$ cat config.mk
export PLATFORM = sky130hd
export DESIGN_NAME = aes_round_ctrl
export DESIGN_NICKNAME = d
export VERILOG_FILES = /design/src/rtl/aes_round_ctrl.sv
export SDC_FILE = /design/constraint.sdc
export NUM_CORES = 1
export LEC_CHECK = 0
export BUFFER_PORTS_ARGS = -buffer_cell sky130_fd_sc_hd__buf_2
export CAP_MARGIN = 20
export CORE_MARGIN = 2
export CORE_UTILIZATION = 55
export DETAILED_ROUTE_END_ITERATION = 10
export PLACE_DENSITY_LB_ADDON = 0.15
export SETUP_SLACK_MARGIN = 0.3
export SYNTH_ARGS = -nofsm -noshare
export SYNTH_HDL_FRONTEND = slang
export SYNTH_SLANG_ARGS = --single-unit
$ cat constraint.sdc
create_clock -name CLK -period 2.4 [get_ports CLK]
set_input_delay 0.36 -clock CLK [delete_from_list [all_inputs] [get_ports CLK]]
set_output_delay 0.36 -clock CLK [all_outputs]
set_load 0.005 [all_outputs]
$ cat src/rtl/aes_round_ctrl.sv
`default_nettype none
// ============================================================================
//  Module   : aes_round_ctrl
//  Purpose  : Sequencer for an iterative AES-128 decryption datapath.
//             Drives key expansion, the initial AddRoundKey, nine main
//             inverse rounds (InvShiftRows, InvSubBytes, AddRoundKey and
//             InvMixColumns one word at a time) and the final inverse round.
//  Ports    : CLK, RESET (sync, active-high), AES_START (level request)
//             AES_DONE, BUSY            - status
//             LD_MSG, KEY_EXP_EN,
//             INV_SHIFT_EN, INV_SUB_EN,
//             ADD_KEY_EN, INV_MIX_EN    - datapath step enables
//             MIX_WORD[1:0]             - column index for InvMixColumns
//             Round[3:0]                - round-key select (10 .. 0)
//  Revision : 1.0 - initial release
// ============================================================================
module aes_round_ctrl #(
    parameter int KEY_EXP_CYCLES = 10   // 1..255
) (
    input  logic       CLK,
    input  logic       RESET,
    input  logic       AES_START,
    output logic       AES_DONE,
    output logic       BUSY,
    output logic       LD_MSG,
    output logic       KEY_EXP_EN,
    output logic       INV_SHIFT_EN,
    output logic       INV_SUB_EN,
    output logic       ADD_KEY_EN,
    output logic       INV_MIX_EN,
    output logic [1:0] MIX_WORD,
    output logic [3:0] Round
);

    localparam logic [3:0] c_IDLE        = 4'd0;
    localparam logic [3:0] c_KEY_EXP     = 4'd1;
    localparam logic [3:0] c_ADDKEY_INIT = 4'd2;
    localparam logic [3:0] c_R_SHIFT     = 4'd3;
    localparam logic [3:0] c_R_SUB       = 4'd4;
    localparam logic [3:0] c_R_ADDKEY    = 4'd5;
    localparam logic [3:0] c_R_MIX       = 4'd6;
    localparam logic [3:0] c_F_SHIFT     = 4'd7;
    localparam logic [3:0] c_F_SUB       = 4'd8;
    localparam logic [3:0] c_F_ADDKEY    = 4'd9;
    localparam logic [3:0] c_DONE        = 4'd10;

    localparam logic [7:0] c_KEY_EXP_LOAD = 8'(KEY_EXP_CYCLES - 1);
    localparam logic [3:0] c_ROUND_INIT   = 4'd10;
    localparam logic [3:0] c_ROUND_FIRST  = 4'd9;
    localparam logic [1:0] c_LAST_WORD    = 2'd3;

    logic [3:0] r_state;
    logic [3:0] w_next;
    logic [7:0] r_kexp_cnt;
    logic [3:0] r_round;
    logic [1:0] r_mix_word;
    logic       r_done;
    logic       r_busy;
    logic       r_ld_msg;
    logic       r_key_exp_en;
    logic       r_shift_en;
    logic       r_sub_en;
    logic       r_add_key_en;
    logic       r_mix_en;
    logic       w_busy_state;

    assign w_busy_state = (r_state != c_IDLE) && (r_state != c_DONE);

    // Next-state decode; dropping AES_START anywhere in the busy part of
    // the sequence aborts straight back to IDLE.
    always_comb begin
        w_next = r_state;
        case (r_state)
            c_IDLE:        if (AES_START) w_next = c_KEY_EXP;
            c_KEY_EXP:     if (r_kexp_cnt == 8'd0) w_next = c_ADDKEY_INIT;
            c_ADDKEY_INIT: w_next = c_R_SHIFT;
            c_R_SHIFT:     w_next = c_R_SUB;
            c_R_SUB:       w_next = c_R_ADDKEY;
            c_R_ADDKEY:    w_next = c_R_MIX;
            c_R_MIX: begin
                // Round 1 is the last main round: after its decrement the
                // key select reaches 0, which belongs to the final round.
                if (r_mix_word == c_LAST_WORD)
                    w_next = (r_round <= 4'd1) ? c_F_SHIFT : c_R_SHIFT;
            end
            c_F_SHIFT:     w_next = c_F_SUB;
            c_F_SUB:       w_next = c_F_ADDKEY;
            c_F_ADDKEY:    w_next = c_DONE;
            c_DONE:        if (!AES_START) w_next = c_IDLE;
            default:       w_next = c_IDLE;
        endcase
        if (w_busy_state && !AES_START)
            w_next = c_IDLE;
    end

    // State, counters and registered outputs. Output flops are loaded from
    // the decode of the next state so they line up with the state register.
    always_ff @(posedge CLK) begin
        if (RESET) begin
            r_state      <= c_IDLE;
            r_kexp_cnt   <= 8'd0;
            r_round      <= c_ROUND_INIT;
            r_mix_word   <= 2'd0;
            r_done       <= 1'b0;
            r_busy       <= 1'b0;
            r_ld_msg     <= 1'b0;
            r_key_exp_en <= 1'b0;
            r_shift_en   <= 1'b0;
            r_sub_en     <= 1'b0;
            r_add_key_en <= 1'b0;
            r_mix_en     <= 1'b0;
        end else begin
            r_state <= w_next;

            if (r_state == c_IDLE && w_next == c_KEY_EXP)
                r_kexp_cnt <= c_KEY_EXP_LOAD;
            else if (r_state == c_KEY_EXP && w_next == c_KEY_EXP)
                r_kexp_cnt <= r_kexp_cnt - 8'd1;
            else
                r_kexp_cnt <= 8'd0;

            if (w_next == c_IDLE)
                r_round <= c_ROUND_INIT;
            else if (r_state == c_ADDKEY_INIT)
                r_round <= c_ROUND_FIRST;
            else if (r_state == c_R_MIX && r_mix_word == c_LAST_WORD && r_round != 4'd0)
                r_round <= r_round - 4'd1;

            // Word index advances only while staying in R_MIX; it is 0 on
            // entry to R_MIX and everywhere else.
            if (r_state == c_R_MIX && w_next == c_R_MIX)
                r_mix_word <= r_mix_word + 2'd1;
            else
                r_mix_word <= 2'd0;

            r_done       <= (w_next == c_DONE);
            r_busy       <= (w_next != c_IDLE) && (w_next != c_DONE);
            r_ld_msg     <= (r_state == c_IDLE) && (w_next == c_KEY_EXP);
            r_key_exp_en <= (w_next == c_KEY_EXP);
            r_shift_en   <= (w_next == c_R_SHIFT) || (w_next == c_F_SHIFT);
            r_sub_en     <= (w_next == c_R_SUB) || (w_next == c_F_SUB);
            r_add_key_en <= (w_next == c_ADDKEY_INIT) || (w_next == c_R_ADDKEY)
                            || (w_next == c_F_ADDKEY);
            r_mix_en     <= (w_next == c_R_MIX);
        end
    end

    assign AES_DONE     = r_done;
    assign BUSY         = r_busy;
    assign LD_MSG       = r_ld_msg;
    assign KEY_EXP_EN   = r_key_exp_en;
    assign INV_SHIFT_EN = r_shift_en;
    assign INV_SUB_EN   = r_sub_en;
    assign ADD_KEY_EN   = r_add_key_en;
    assign INV_MIX_EN   = r_mix_en;
    assign MIX_WORD     = r_mix_word;
    assign Round        = r_round;

endmodule
`default_nettype wire

## Yosys cells after proc, flatten, opt, wreduce, memory -nomap -nowiden

Index checks and enable logic that the tools add are counted.

| storage, ports and cells | value |
|---|---|
| register bits after elaboration | 26 |
| logic and storage cells | 78 |

| cells by class | value |
|---|---|
| add/subtract/negate cells | 3 |
| $lt $le $gt $ge | 1 |
| equality and inequality tests | 23 |
| muxes and demuxes | 11 |
| bitwise operators | 2 |
| reduce and logical (&&, ||, !) cells | 24 |

Operator list:

| kind | count |
|---|---|
| one-hot mux 4 bit (11 select lines) | 1 |
| equality test 4 x 3 -> 1 bit, second input constant | 8 |
| two-way mux 4 bit | 7 |
| equality test 4 bit, second input constant | 6 |
| equality test 4 x 2 -> 1 bit, second input constant | 4 |
| nonzero test 4 bit | 3 |
| equality test 4 x 1 -> 1 bit, second input constant | 2 |
| logical AND 1 bit | 8 |
| zero test 4 bit | 2 |
| zero test 8 bit | 1 |
| inequality test 4 bit, second input constant | 2 |
| subtractor 8 x 1 -> 8 bit, second input constant | 1 |
| OR reduction 3 bit | 2 |
| <= comparator 4 x 1 -> 1 bit, second input constant | 1 |
| logical OR 1 bit | 4 |
| two-way mux 2 bit | 2 |
| OR reduction 2 bit | 2 |
| subtractor 4 x 1 -> 4 bit, second input constant | 1 |
| two-way mux 3 bit | 1 |
| adder 2 x 1 -> 2 bit, second input constant | 1 |
| equality test 2 bit, second input constant | 1 |
| NOT 1 bit | 2 |
| nonzero test 2 bit | 1 |
| zero test 1 bit | 1 |

## Longest topological paths before layout

| depth | value |
|---|---|
| depth after elaboration | 9 |
| gate-level depth with buffers | 7 |
| gate-level depth less buffers | 7 |

## Least setup slack after synthesis

No wires, ideal clock.

| timing | value |
|---|---|
| kind | register to register |
| from | reg r_kexp_cnt[0] |
| to | reg r_kexp_cnt[2] |
| data arrival time | 1.620 ns |
| setup slack | 0.663 ns |
| cell stages (with the launch flop) | 8 |
| path buffers | 0 |
| clock period less this slack | 1.737 ns |
| path through | dfxtp_1 inv_1 ha_1 or4b_4 o211ai_2 nand3_1 nand4_2 nor2_1 |

| between the ends | value |
|---|---|
| cells in the longest elaborated chain, start to end | 8 |
| elaborated cells between the ends (all ways) | 10 |

Ends and longest elaborated chain:

| element | RTL line | text |
|---|---|---|
| start, declared | 54 | `logic [7:0] r_kexp_cnt;` |
| start signal, assigned | 116 | `r_kexp_cnt <= c_KEY_EXP_LOAD;` |
| start signal, assigned | 118 | `r_kexp_cnt <= r_kexp_cnt - 8'd1;` |
| zero test 8 bit | 75 | `c_KEY_EXP: if (r_kexp_cnt == 8'd0) w_next = c_ADDKEY_INIT;` |
| two-way mux 4 bit | 75 |  |
| one-hot mux 4 bit (11 select lines) | 73 | `case (r_state)` |
| two-way mux 4 bit | 92 | `if (w_busy_state && !AES_START)` |
| equality test 4 x 1 -> 1 bit | 115, 117 |  |
| logical AND 1 bit | 117 | `else if (r_state == c_KEY_EXP && w_next == c_KEY_EXP)` |
| NOT 1 bit (no source line) | - |  |
| OR reduction 3 bit (no source line) | - |  |

Parallel ways exist; a longest one is shown, timed or not.
A chain may end at the register's enable or synchronous reset.

## Final worst setup path

| timing | value |
|---|---|
| from | reg r_state[2] |
| to | reg r_round[3], in the netlist Round[3] |

| between the ends | value |
|---|---|
| cells in the longest elaborated chain, start to end | 6 |
| elaborated cells between the ends (all ways) | 25 |

Ends and longest elaborated chain:

| element | RTL line | text |
|---|---|---|
| start, declared | 52 | `logic [3:0] r_state;` |
| start signal, assigned | 100 | `r_state <= c_IDLE;` |
| start signal, assigned | 113 | `r_state <= w_next;` |
| branches (longest 6 deep; another with one-hot mux 4 bit (11 select lines)) | - |  |
| end signal, assigned | 123 | `r_round <= c_ROUND_INIT;` |
| end signal, assigned | 125 | `r_round <= c_ROUND_FIRST;` |
| end signal, assigned | 127 | `r_round <= r_round - 4'd1;` |
| end, declared | 55 | `logic [3:0] r_round;` |

Parallel ways; which one is timed is not known.

==> flow_summary.ini <==
[status]
status = complete, no violations

[global_route]
grt_start_max_net_pins = 18
grt_pass1_wl_um = 4230
overflow = 0
grt_pass1_vias = 946
antenna_found_initial = 0
grt_use_total_pct = 20.6

[floorplanning]
initial_core_util_pct = 59.2
die_w_um = 53.3
rows = 17
die_area_um2 = 2840
io_pins = 17
coreArea_um2 = 2250
die_h_um = 53.3

[cts]
cts-root-buf = clkbuf_4
post_cts_buffers = 0
h-tree-depth = 1
clkLatencyLatePin_ns = 0.32
cts_sinks = 26
numCtsBuffers = 3
cts_hold_buffers = 0
cts_resized = 0
clockBufferDepth = 2
cts_tree = done
clk_pin_slew_ns = 0.14

[finish]
n_antenna_cell = 0
final_nets = 174
area_growth_syn_to_layout_pct = 7.22
final_common_cell = dfxtp_1
layout-drive-gt1-share_pct = 21.8
stdcell_count = 193
design_area_um2 = 1430
fillCellCount = 199
mostFrequentLayoutCells = dfxtp_1, nor2_1, buf_2
final_util_pct = 63.5

[worst_setup_path]
end_kind = flip-flop
ff2ff_path_depth = 4
crit_path_cell_trace = nor2b_2, nand3_1, or4_1, a211o_1
critical_path_depth = 4
slowest_stage = dfxtp_1
cp_slowest_stage_delay_ns = 0.60
cpLargestDelayFamily = simple AND/OR/NAND/NOR gates
required_ns = 2.63
crit_buf_inv = 0
start_kind = flip-flop
path_max_fanout = 12
critPathKind = flip-flop to flip-flop
arrival_ns = 2.18

[drt]
drtPass1Iterations = 5
post_drt_via_cell_ratio = 5.65
ant_nets = 0
wirelength_um = 2480
avgRoutedWirePerCell_um = 12.9
drtIter0Drc = 23
dr_total_vias = 1091
drc = 0

[yosys]
yosys_warnings = 0
yosysTopAreaCell = dfxtp_1
synth_area_per_cell_um2 = 8.84
async_reset_ff_share_pct = 0
yosys-top-cells-area = dfxtp_1, nor2_1, ha_1
synth_cells = 151
synth_flop_cell = dfxtp_1
netlist-cell-type-count = 45
yosysSeqAreaShare_pct = 39.0
synth_edf_count = 0
netlist_area_um2 = 1340
syn_nets = 159
yosysTopAreaCellShare_pct = 39.0
synth_seq_cells = 26

[power_and_ir_drop]
powerDensity_nw_per_um2 = 892
irDropWorstVdd_v = 0.000661
p_total_mw = 1.28
p_leak_nw = 0.640

[sta]
rsz0062_at_grt = no
fin_crit_sh_pct = 81.4
slew_violations = 0
fin_skew_ns = 0.00612
slew_headroom_pct = 56.4
fin_ws_ns = 0.446
max_clock_freq_ghz = 0.512
period_needed_ns = 1.95
tns_ns = 0
tightest_slew_ns = 0.653
finalHoldViolCount = 0
whs_ns = 0.429
setup_viol = 0

[placement]
place_congestion = 0.807
placed_area_um2 = 1400
dp_slack_ns = 0.485
io_buffers = 16
dp_hpwl_um = 1830
dp_cells = 189

[job]
cap_viol_max_count = 0

[hold_path]
hold_class = primary input to flip-flop
hold_path_depth = 4
-- path summary, 6_finish.rpt --
kind	endpoint	slack [ns]	from
max reg2reg	Round[3]$_SDFFE_PP1P_	0.45	r_state[2]$_SDFF_PP0_
min	ADD_KEY_EN$_SDFF_PP0_	0.43	RESET
max	Round[3]$_SDFFE_PP1P_	0.45	r_state[2]$_SDFF_PP0_
min reg2reg	MIX_WORD[0]$_SDFF_PP0_	0.48	MIX_WORD[0]$_SDFF_PP0_
-- power breakdown --
group | internal, mW | switching, mW | leakage, nW
logic | 0.232 | 0.261 | 0.407
clock network | 0.0927 | 0.126 | 0.0210
registers | 0.498 | 0.0672 | 0.212
-- worst min-delay path, cell delays in order --
cell and delay (ns):
buf_2 0.10, a21oi_1 0.10, nand2b_1 0.09, o21ai_0 0.06
-- flip-flops by register name, summed over array words and instances (netlist names) --
register,cells
ADD_KEY_EN,1
AES_DONE,1
BUSY,1
INV_MIX_EN,1
INV_SHIFT_EN,1
INV_SUB_EN,1
KEY_EXP_EN,1
LD_MSG,1
MIX_WORD,2
Round,4
r_kexp_cnt,8
r_state,4
-- logic make-up (layout without fill, tap and decap cells) --
kind of cell    count (synthesis)  after routing  synth area share (%)
flops                          26             26                  39.0
buf+inv                        19             33                  8.34
compound gates                 32             32                  17.3
xor+xnor                        8              8                  5.25
fa+ha+maj                       5              5                  4.69
simple gates                   60             60                  24.6
mux                             1              1                 0.843
-- cell usage after synthesis, drive strengths merged (2+ instances only) --
| library cell | number |
|---|---|
| a21o | 2 |
| a21oi | 8 |
| a31oi | 2 |
| and2b | 2 |
| buf | 4 |
| clkbuf | 4 |
| dfxtp | 26 |
| ha | 5 |
| inv | 11 |
| nand2 | 10 |
| nand2b | 2 |
| nand3 | 4 |
| nand4 | 2 |
| nor2 | 18 |
| nor2b | 4 |
| nor3 | 9 |
| nor4 | 2 |
| o2111ai | 3 |
| o21ai | 8 |
| or3 | 2 |
| xnor2 | 6 |
| xor2 | 2 |
-- routing by layer --
metal  wire [um]  GRT usage [%]
met2        1130           31.5
met4          33           8.97
met3         111           2.54
met5           0              0
met1        1210           28.8
-- layout make-up --
type / count / area, um^2 / area share [%]
tap: 28 / 35.0 / 2.45
multi-input combinational: 106 / 703 / 49.1
inverter: 11 / 41.3 / 2.88
clock buffer: 4 / 36.3 / 2.53
timing repair buffer: 18 / 95.1 / 6.64
sequential: 26 / 520 / 36.4
Note: power is estimated with default switching activity, not from simulation.
